File: src/rtl/keypad_entry.sv
// keypad_entry
//   Turns the keypad scanner's raw key code / is_pressed level into clean,
//   single press events. It builds a multi-digit BCD entry from those events
//   and converts the entry to binary when the enter key is pressed.
//
// Ports
//   clk          in   system clock
//   rst_n        in   asynchronous active-low reset
//   key_code     in   [3:0] scanner decoded key value
//   is_pressed   in   scanner key-present level (toggles while a key is held)
//   key_valid    out  one-cycle pulse per accepted press
//   key_out      out  [3:0] code of the last accepted press
//   entry_bcd    out  [4*NUM_DIGITS-1:0] live entry buffer, LS digit in [3:0]
//   digit_count  out  [2:0] digits currently held in the buffer
//   busy         out  high while the BCD->binary conversion runs
//   value        out  [VALUE_W-1:0] binary value of the last entered number
//   value_valid  out  one-cycle pulse when value updates
module keypad_entry #(
  parameter int NUM_DIGITS      = 2,
  parameter int VALUE_W         = 7,
  parameter int DEBOUNCE_CYCLES = 50000,
  parameter int RELEASE_CYCLES  = 450000
) (
  input  logic                    clk,
  input  logic                    rst_n,
  input  logic [3:0]              key_code,
  input  logic                    is_pressed,
  output logic                    key_valid,
  output logic [3:0]              key_out,
  output logic [4*NUM_DIGITS-1:0] entry_bcd,
  output logic [2:0]              digit_count,
  output logic                    busy,
  output logic [VALUE_W-1:0]      value,
  output logic                    value_valid
);

  localparam int BCD_W   = 4 * NUM_DIGITS;
  localparam int TMR_MAX = (DEBOUNCE_CYCLES > RELEASE_CYCLES) ? DEBOUNCE_CYCLES : RELEASE_CYCLES;
  localparam int TMR_W   = $clog2(TMR_MAX + 1);
  localparam logic [TMR_W-1:0] DEB_LAST = TMR_W'(DEBOUNCE_CYCLES - 1);
  localparam logic [TMR_W-1:0] REL_LAST = TMR_W'(RELEASE_CYCLES - 1);
  localparam logic [2:0]       ND       = 3'(NUM_DIGITS);

  typedef enum logic [1:0] {P_IDLE, P_CONFIRM, P_HELD} press_e;
  typedef enum logic       {E_IDLE, E_CONVERT} entry_e;

  press_e               press_q, press_d;
  logic [3:0]           cand_q, cand_d;
  logic [TMR_W-1:0]     tmr_q, tmr_d;
  logic                 key_valid_q, key_valid_d;
  logic [3:0]           key_out_q, key_out_d;

  entry_e               ent_q, ent_d;
  logic [BCD_W-1:0]     bcd_q, bcd_d;
  logic [2:0]           cnt_q, cnt_d;
  logic [2:0]           step_q, step_d;
  logic [VALUE_W-1:0]   acc_q, acc_d;
  logic [VALUE_W-1:0]   value_q, value_d;
  logic                 value_valid_q, value_valid_d;

  logic [2:0]           dig_idx;
  logic [3:0]           digit;

  // State register (both FSMs and their datapath)
  always_ff @(posedge clk or negedge rst_n) begin
    if (!rst_n) begin
      press_q       <= P_IDLE;
      cand_q        <= '0;
      tmr_q         <= '0;
      key_valid_q   <= 1'b0;
      key_out_q     <= '0;
      ent_q         <= E_IDLE;
      bcd_q         <= '0;
      cnt_q         <= '0;
      step_q        <= '0;
      acc_q         <= '0;
      value_q       <= '0;
      value_valid_q <= 1'b0;
    end else begin
      press_q       <= press_d;
      cand_q        <= cand_d;
      tmr_q         <= tmr_d;
      key_valid_q   <= key_valid_d;
      key_out_q     <= key_out_d;
      ent_q         <= ent_d;
      bcd_q         <= bcd_d;
      cnt_q         <= cnt_d;
      step_q        <= step_d;
      acc_q         <= acc_d;
      value_q       <= value_d;
      value_valid_q <= value_valid_d;
    end
  end

  // Next-state logic for both FSMs
  always_comb begin
    press_d = press_q;
    case (press_q)
      P_IDLE:    if (is_pressed) press_d = P_CONFIRM;
      P_CONFIRM: begin
        if (!is_pressed)                                  press_d = P_IDLE;
        else if (key_code == cand_q && tmr_q == DEB_LAST) press_d = P_HELD;
      end
      P_HELD:    if (!is_pressed && tmr_q == REL_LAST) press_d = P_IDLE;
      default:   press_d = P_IDLE;
    endcase

    ent_d = ent_q;
    case (ent_q)
      E_IDLE:    if (key_valid_q && key_out_q == 4'hA && cnt_q != 3'd0) ent_d = E_CONVERT;
      E_CONVERT: if (step_q == ND) ent_d = E_IDLE;
      default:   ent_d = E_IDLE;
    endcase
  end

  // Digit fed to the converter: most significant buffer position first
  always_comb begin
    dig_idx = ND - 3'd1 - step_q;
    digit   = 4'd0;
    for (int i = 0; i < NUM_DIGITS; i++) begin
      if (dig_idx == 3'(i)) digit = bcd_q[4*i +: 4];
    end
  end

  // Output / datapath logic
  always_comb begin
    cand_d        = cand_q;
    tmr_d         = tmr_q;
    key_valid_d   = 1'b0;
    key_out_d     = key_out_q;
    bcd_d         = bcd_q;
    cnt_d         = cnt_q;
    step_d        = step_q;
    acc_d         = acc_q;
    value_d       = value_q;
    value_valid_d = 1'b0;

    // One timer serves both the debounce window and the release window.
    case (press_q)
      P_IDLE: begin
        if (is_pressed) begin
          cand_d = key_code;
          tmr_d  = '0;
        end
      end
      P_CONFIRM: begin
        if (is_pressed) begin
          if (key_code != cand_q) begin
            cand_d = key_code;
            tmr_d  = '0;
          end else if (tmr_q == DEB_LAST) begin
            key_valid_d = 1'b1;
            key_out_d   = cand_q;
            tmr_d       = '0;
          end else begin
            tmr_d = tmr_q + 1'b1;
          end
        end
      end
      P_HELD: begin
        if (is_pressed)            tmr_d = '0;
        else if (tmr_q != REL_LAST) tmr_d = tmr_q + 1'b1;
        else                       tmr_d = '0;
      end
      default: tmr_d = '0;
    endcase

    // Key events are consumed only while not converting; others are dropped.
    case (ent_q)
      E_IDLE: begin
        if (key_valid_q) begin
          if (key_out_q <= 4'd9) begin
            if (cnt_q < ND) begin
              bcd_d = (bcd_q << 4) | BCD_W'(key_out_q);
              cnt_d = cnt_q + 3'd1;
            end
          end else if (key_out_q == 4'hB) begin
            if (cnt_q != 3'd0) begin
              bcd_d = bcd_q >> 4;
              cnt_d = cnt_q - 3'd1;
            end
          end else if (key_out_q == 4'hC) begin
            bcd_d = '0;
            cnt_d = '0;
          end else if (key_out_q == 4'hA) begin
            if (cnt_q != 3'd0) begin
              step_d = '0;
              acc_d  = '0;
            end
          end
        end
      end
      E_CONVERT: begin
        if (step_q != ND) begin
          // acc*10 + digit; the truncated sum equals the low VALUE_W bits
          // of the same computation carried out at VALUE_W+4 bits.
          acc_d  = (acc_q << 3) + (acc_q << 1) + VALUE_W'(digit);
          step_d = step_q + 3'd1;
        end else begin
          value_d       = acc_q;
          value_valid_d = 1'b1;
          bcd_d         = '0;
          cnt_d         = '0;
        end
      end
      default: ;
    endcase
  end

  assign key_valid   = key_valid_q;
  assign key_out     = key_out_q;
  assign entry_bcd   = bcd_q;
  assign digit_count = cnt_q;
  assign busy        = (ent_q == E_CONVERT);
  assign value       = value_q;
  assign value_valid = value_valid_q;

endmodule

File: config.mk
export PLATFORM = sky130hd
export DESIGN_NAME = keypad_entry
export DESIGN_NICKNAME = d
export VERILOG_FILES = /design/src/rtl/keypad_entry.sv
export SDC_FILE = /design/constraint.sdc
export NUM_CORES = 1
export LEC_CHECK = 0
export ABC_AREA = 1
export CORE_UTILIZATION = 54
export CTS_BUF_LIST = sky130_fd_sc_hd__clkbuf_4 sky130_fd_sc_hd__clkbuf_8
export CTS_CLUSTER_DIAMETER = 80
export DETAILED_ROUTE_END_ITERATION = 16
export HOLD_SLACK_MARGIN = 0.02
export PLACE_DENSITY = 0.78
export SETUP_SLACK_MARGIN = 0.02
export SYNTH_ARGS = -nofsm -noshare
export SYNTH_HDL_FRONTEND = slang
export SYNTH_SLANG_ARGS = --single-unit
export TNS_END_PERCENT = 30
File: constraint.sdc
create_clock -name clk -period 2.7 [get_ports clk]
set_input_delay 0.405 -clock clk [delete_from_list [all_inputs] [get_ports clk]]
set_output_delay 0.405 -clock clk [all_outputs]
set_load 0.01 [all_outputs]
==> results of run 1 <==
worst paths after layout:
path / end
max: acc_q[6]$_DFFE_PN0P_
min: step_q[0]$_DFFE_PN0P_
max reg2reg: acc_q[6]$_DFFE_PN0P_
min reg2reg: value[5]$_DFFE_PN0P_
max in group asynchronous: tmr_q[13]$_DFFE_PN0P_
min in group clk: value[5]$_DFFE_PN0P_
per-layer routing:
layer	wire (um)	vias up
li1	-	1531
met1	3530	1509
met4	176	0
met5	0	-
met3	451	23
met2	3940	112
kinds of logic (layout without fill, tap and decap cells):
| family | count (synthesis) | count (layout) | synth area share |
|---|---|---|---|
| buffers and inverters | 79 | 133 | 0.0857 |
| xor gates and xnor gates | 21 | 21 | 0.0514 |
| DFF | 60 | 60 | 0.420 |
| adders and majority gates | 21 | 21 | 0.0776 |
| AOI/OAI and AO/OA | 69 | 69 | 0.110 |
| and+or+nand+nor | 208 | 208 | 0.256 |
cell type report:
type                    instances  area (um^2)  share of cell area
well taps                      77         96.3              0.0221
clock inverters                 6         87.6              0.0201
repair buffers                 44          427              0.0979
multi-input cells             319         1830               0.421
flip-flops and latches         60         1500               0.345
clock buffers                  10          138              0.0316
inverters                      73          274              0.0629
power groups by stage:
stage	combinational, uW	clock (uW)	sequential, uW
2_1_floorplan	220	0	982
3_3_place_gp	293	0	993
4_1_cts	305	923	979
6_report	300	915	978
5_1_grt	338	978	985
3_5_place_dp	303	0	997
cells in the final DEF, fill, tap and decap left out, types with 3 or more instances in the layout:
cell               n
xnor2_1            9
ha_2               3
o21ai_2           10
buf_4              9
a21oi_1           14
o21ai_1            5
xor2_1            11
buf_6              3
nand2_2            7
inv_2              6
clkinvlp_4         3
inv_1             67
o21ai_0           30
dfrtp_1           60
clkdlybuf4s50_1   30
nand2_1          121
clkbuf_8          10
ha_1              14
nand4_1            5
nand3_2            3
nor2_1            35
nand3_1           22
nor2_2             4
o22ai_1            5
per-stage QoR:
step	power [uW]	hold WS (ns)	utilization	setup slack (ns)
after floorplan	1200	0.109	-	0.0402
after global placement	1290	0.451	0.632	0.0427
after detailed placement	1300	0.456	0.632	-0.0890
after CTS	2210	0.0839	0.672	0.0340
after global routing	2300	0.112	0.682	0.00406
final	2190	0.0715	0.682	0.0644
repair_timing:
item,in CTS,in global routing
gates resized for setup,14,11
buffers inserted,1,2
pin swaps,8,9
cloned,0,0
setup endpoints to repair,1,3
sequential cells by signal (all words and copies together), names as in the netlist:
signal and count:
tmr_q 19, step_q 3, key_out 4, value 7, cand_q 4, entry_bcd 8, acc_q 7, digit_count 3
busy 1, key_valid 1, value_valid 1, press_q 2
==> run_results.csv, run 1 <==
group,metric,value,unit
timing,worst_pin_slew,0.627,ns
grt,grt.busiest_layer,"met2",
pwr,combPwrFrac,0.137,
final_layout,diodes,0,
grt,met2_usage,0.399,
clock_network,hold_buffers,0,
worst_setup_path,path_common_cell,"inv_2",
place,dpl_cell_area,4040,um^2
floorplanning,die_x,83.4,um
worst_setup_path,crit_start,"step_q[1]$_DFFE_PN0P_",
worst_setup_path,r2r_cells,19,
timing,period_share,0.976,
grt,grt_use_met1,0.322,
worst_setup_path,worstSetupStartpointType,"flip-flop",
routing,routedWlPerCell,13.7,um
job,cap_violations,0,
timing,final.setup.tns,0,ns
pwr,p_seq_frac,0.446,
worst_setup_path,crit_path_cell_trace,"inv_2 > buf_4 > ha_2 > inv_1 > nor2_2 > buf_4 > nand3_1 > o21ai_2 > ha_4 > ha_4 > inv_2 > fa_2 > inv_2 > nand2_2 > nand2_2 > a21oi_2 > nand2b_1 > nand3_1 > o21ai_1",
clock_network,htree_levels,3,
grt,grt_pass1_vias,2950,
grt,globalRouteMet3Util,0.0606,
pwr,p_leak,0.00210,uW
synthesis,avgSynthCellArea,7.81,um^2
worst_hold_path,hold_path.class,"input pin to asynchronous set/reset pin",
grt,gr-usage-all-layers,0.248,
worst_setup_path,path_buf_inv,6,
floorplanning,fp.dieArea,6960,um^2
place,place.gp.congestion,0.939,
worst_setup_path,reg2reg_slack,0.06,ns
timing,min_period,2.64,ns
synthesis,yosysWarnings,0,
routing,drtIter0Drc,193,
synthesis,synth_most_common_cell,"nand2_1",
clock_network,clkTransAtPathRegs,0.07,ns
floorplanning,rows,29,
pwr,ir_drop,0.495,mV
grt,overflow,0,
worst_setup_path,cpPeakStageDelay,0.40,ns
final_layout,fin_cells,589,
pwr,powerDensity,503,nW/um^2
worst_setup_path,crit_fanout,3,
final_layout,fin_area,4360,um^2
timing,setup_viol,0,
timing,rsz0062_at_grt,"no",
floorplanning,die_h,83.4,um
place,portBuffers,31,
synthesis,syn_area,3580,um^2
synthesis,synth_flop_cell,"dfrtp_1",
synthesis,synth_edf_count,0,
place,dp_hpwl,5860,um
routing,firstDrtPassIters,6,
routing,vias,3175,
timing,fin_skew,0.00863,ns
floorplanning,ios,32,
worst_setup_path,worst-endpoint-arrival,2.87,ns
routing,finalWirelength,8090,um
clock_network,root_buffer,"clkbuf_8",
pwr,clkPwrFrac,0.417,
clock_network,cts_tree,"done",
floorplanning,core-area,6390,um^2
worst_setup_path,worst-path-stages,19,
synthesis,yosysTopAreaCell,"dfrtp_1",
routing,detail-route-antenna-nets,0,
final_layout,nets,535,
floorplanning,initial_utilization,0.560,
worst_setup_path,crit_family,"adder cells",
synthesis,syn-num-nets,486,
synthesis,synth-seq-cells,60,
final_layout,fillers,515,
grt,grt_pass1_wl,13600,um
worst_setup_path,setup.worst_path.end_class,"flip-flop",
outcome,outcome,"finished clean",
place,dp_cells,570,
synthesis,synthCells,458,
synthesis,synth_cell_types,34,
synthesis,ys_async_sr_fraction,1.00,
clock_network,clockBufferDepth,2,
final_layout,area_delta_synth_final,21.8,%
timing,timing.fmax,379,MHz
timing,hold_viol_final,0,
clock_network,cts_buffers,9,
clock_network,clk_latency,0.35,ns
pwr,p_sw,625,uW
synthesis,synth_common_cells,"123 x nand2_1, 71 x inv_1, 60 x dfrtp_1",
synthesis,ys_seq_area_frac,0.420,
routing,drc,0,
pwr,intPower,1570,uW
synthesis,synth_area_leaders,"dfrtp_1 42%, nand2_1 13%, inv_1 7.4%",
final_layout,drive_gt1_frac,0.146,
timing,maxSlewViolCount,0,
worst_setup_path,r2r-start,"step_q[1]$_DFFE_PN0P_",
worst_setup_path,crit_required,2.93,ns
routing,via_per_inst,5.39,
synthesis,yosys.area.top_type_share,0.420,
timing,slew_headroom,0.580,
worst_setup_path,critPathKind,"flip-flop to flip-flop",
worst_setup_path,critical_path.slowest_cell,"dfrtp_1",
pwr,p_sw_frac,0.285,
clock_network,clock_sinks,60,
grt,antenna_found_initial,0,
grt,grt_start_max_net_pins,35,
Note: power is estimated with default switching activity, not from simulation.
==> run 2, diff against run 1 <==
- CORE_ASPECT_RATIO: default -> 0.6
==> run_results.csv, run 2 (synthesis results as in run 1) <==
group,metric,value,unit
outcome,outcome,"finished clean",
routing,finalWirelength,8260,um
worst_setup_path,crit_required,2.88,ns
timing,fin_skew,0.00550,ns
place,dp_hpwl,5880,um
clock_network,cts_tree,"done",
pwr,combPwrFrac,0.131,
worst_setup_path,setup.worst_path.end_class,"flip-flop",
final_layout,drive_gt1_frac,0.128,
grt,grt.busiest_layer,"met2",
clock_network,clk_latency,0.34,ns
routing,firstDrtPassIters,5,
grt,grt_pass1_wl,14000,um
floorplanning,die_x,107,um
routing,via_per_inst,5.28,
pwr,p_sw_frac,0.269,
timing,period_share,0.972,
final_layout,mostFrequentLayoutCell,"nand2_1",
timing,setup_viol,0,
worst_setup_path,cpPeakStageDelay,0.49,ns
clock_network,clockBufferDepth,2,
final_layout,layout_common_cells,"123 x nand2_1, 67 x inv_1, 60 x dfrtp_1",
routing,detail-route-antenna-nets,0,
routing,vias,3117,
timing,maxSlewViolCount,0,
timing,hold-worst-slack,0.0569,ns
grt,antenna_found_initial,0,
clock_network,htree_levels,3,
floorplanning,ios,32,
final_layout,regMostFlops,"tmr_q",
clock_network,root_buffer,"clkbuf_8",
grt,grt_pass1_vias,2997,
worst_setup_path,r2r-start,"step_q[1]$_DFFE_PN0P_",
floorplanning,core-area,6250,um^2
pwr,design_power_total,2260,uW
grt,gr-usage-all-layers,0.261,
routing,drtIter0Drc,237,
grt,globalRouteMet3Util,0.0724,
pwr,p_sw,608,uW
floorplanning,fp.dieArea,6970,um^2
routing,drc,0,
place,place.gp.congestion,0.893,
final_layout,nets,529,
grt,met2_usage,0.401,
floorplanning,rows,22,
worst_setup_path,crit_path_cell_trace,"inv_2 > buf_6 > ha_4 > inv_2 > nor2_4 > nand3_2 > o21ai_2 > inv_1 > fa_1 > fa_2 > inv_2 > nand2_1 > nand2_1 > a21oi_2 > nand2b_4 > nand3_2 > o21ai_1",
worst_setup_path,crit_start,"step_q[1]$_DFFE_PN0P_",
pwr,p_leak,0.00211,uW
worst_setup_path,worst-endpoint-arrival,2.80,ns
timing,slew_headroom,0.120,
grt,grt_start_max_net_pins,61,
final_layout,diodes,0,
clock_network,clock_sinks,60,
grt,grt_use_met1,0.368,
job,cap_violations,0,
timing,min_period,2.62,ns
final_layout,fillers,504,
grt,overflow,0,
timing,timing.fmax,381,MHz
routing,routedWlPerCell,14.0,um
worst_setup_path,path_common_cell,"inv_2",
timing,hold_viol_final,0,
pwr,ir_drop,0.399,mV
floorplanning,die_h,65.1,um
clock_network,cts_buffers,9,
pwr,intPower,1650,uW
pwr,clkPwrFrac,0.436,
worst_setup_path,critical_path.slowest_cell,"fa_1",
worst_hold_path,hold_path.class,"input pin to asynchronous set/reset pin",
worst_setup_path,worstSetupStartpointType,"flip-flop",
final_layout,largest_reg_flops,19,
timing,rsz0062_at_grt,"yes",
final_layout,area_delta_synth_final,20.6,%
pwr,p_seq_frac,0.433,
place,portBuffers,31,
pwr,powerDensity,523,nW/um^2
clock_network,hold_buffers,0,
timing,worst_pin_slew,1.31,ns
final_layout,finish.utilization,0.691,
floorplanning,initial_utilization,0.573,
worst_setup_path,crit_fanout,4,
clock_network,clkTransAtPathRegs,0.06,ns
worst_setup_path,critPathKind,"flip-flop to flip-flop",
==> run 2: layer usage <==
layer  up-vias  part of all wire
met5         -                 0
met4         0            0.0062
met3         6             0.069
met2       122              0.43
met1      1460              0.50
li1       1529                 -
==> run 2: stage by stage <==
step	TNS, ns	cell area, um^2	instances	setup WS [ns]
detailed placement	-0.187	4020	573	-0.160
global route	-0.0567	4320	590	-0.0482
CTS	0	4270	590	0.0258
finish	0	4320	590	0.0766
global placement	-0.0368	4020	573	-0.0368
floorplan	0	3580	458	0.0402
==> run 2: power by group through the flow <==
stage                     combinational [uW]  sequential [uW]  clock, uW
final                                    295              978        986
after global routing                     341              983       1040
after CTS                                297              978        993
after detailed placement                 294              995          0
after global placement                   287              990          0
after floorplan                          220              982          0
==> run 2: layout make-up <==
| class | count | area [um^2] | share of cell area |
|---|---|---|---|
| sequential | 60 | 1500 | 0.348 |
| tap | 84 | 105 | 0.0243 |
| clock buffer | 11 | 139 | 0.0322 |
| clock inverter | 5 | 100 | 0.0232 |
| inverter | 73 | 274 | 0.0635 |
| timing repair buffer | 38 | 374 | 0.0867 |
| multi-input combinational | 319 | 1820 | 0.422 |
==> run 2: critical path: cells and delay by family (launching register included) <==
kind / cells / cell delay [ns]
adders and majority gates: 3 / 1.00
and+or+nand+nor: 6 / 0.54
DFF: 1 / 0.41
buffers and inverters: 5 / 0.33
AOI/OAI and AO/OA: 3 / 0.18
==> run 2: final timing paths <==
kind | endpoint | slack (ns) | cells after the start
worst min register to register | value[3]$_DFFE_PN0P_ | 0.49 | 2
worst max register to register | acc_q[6]$_DFFE_PN0P_ | 0.08 | 17
worst max-delay path | acc_q[6]$_DFFE_PN0P_ | 0.08 | 17
max in group asynchronous | entry_bcd[3]$_DFFE_PN0P_ | 2.36 | 2
min in group clk | value[3]$_DFFE_PN0P_ | 0.49 | 2
worst min-delay path | value[3]$_DFFE_PN0P_ | 0.06 | 2
==> run 2: timing repair <==
item / in CTS / in global routing
gates resized for setup: 4 / 15
setup buffers: 1 / 0
pin swaps: 3 / 7
setup endpoints to repair: 3 / 3
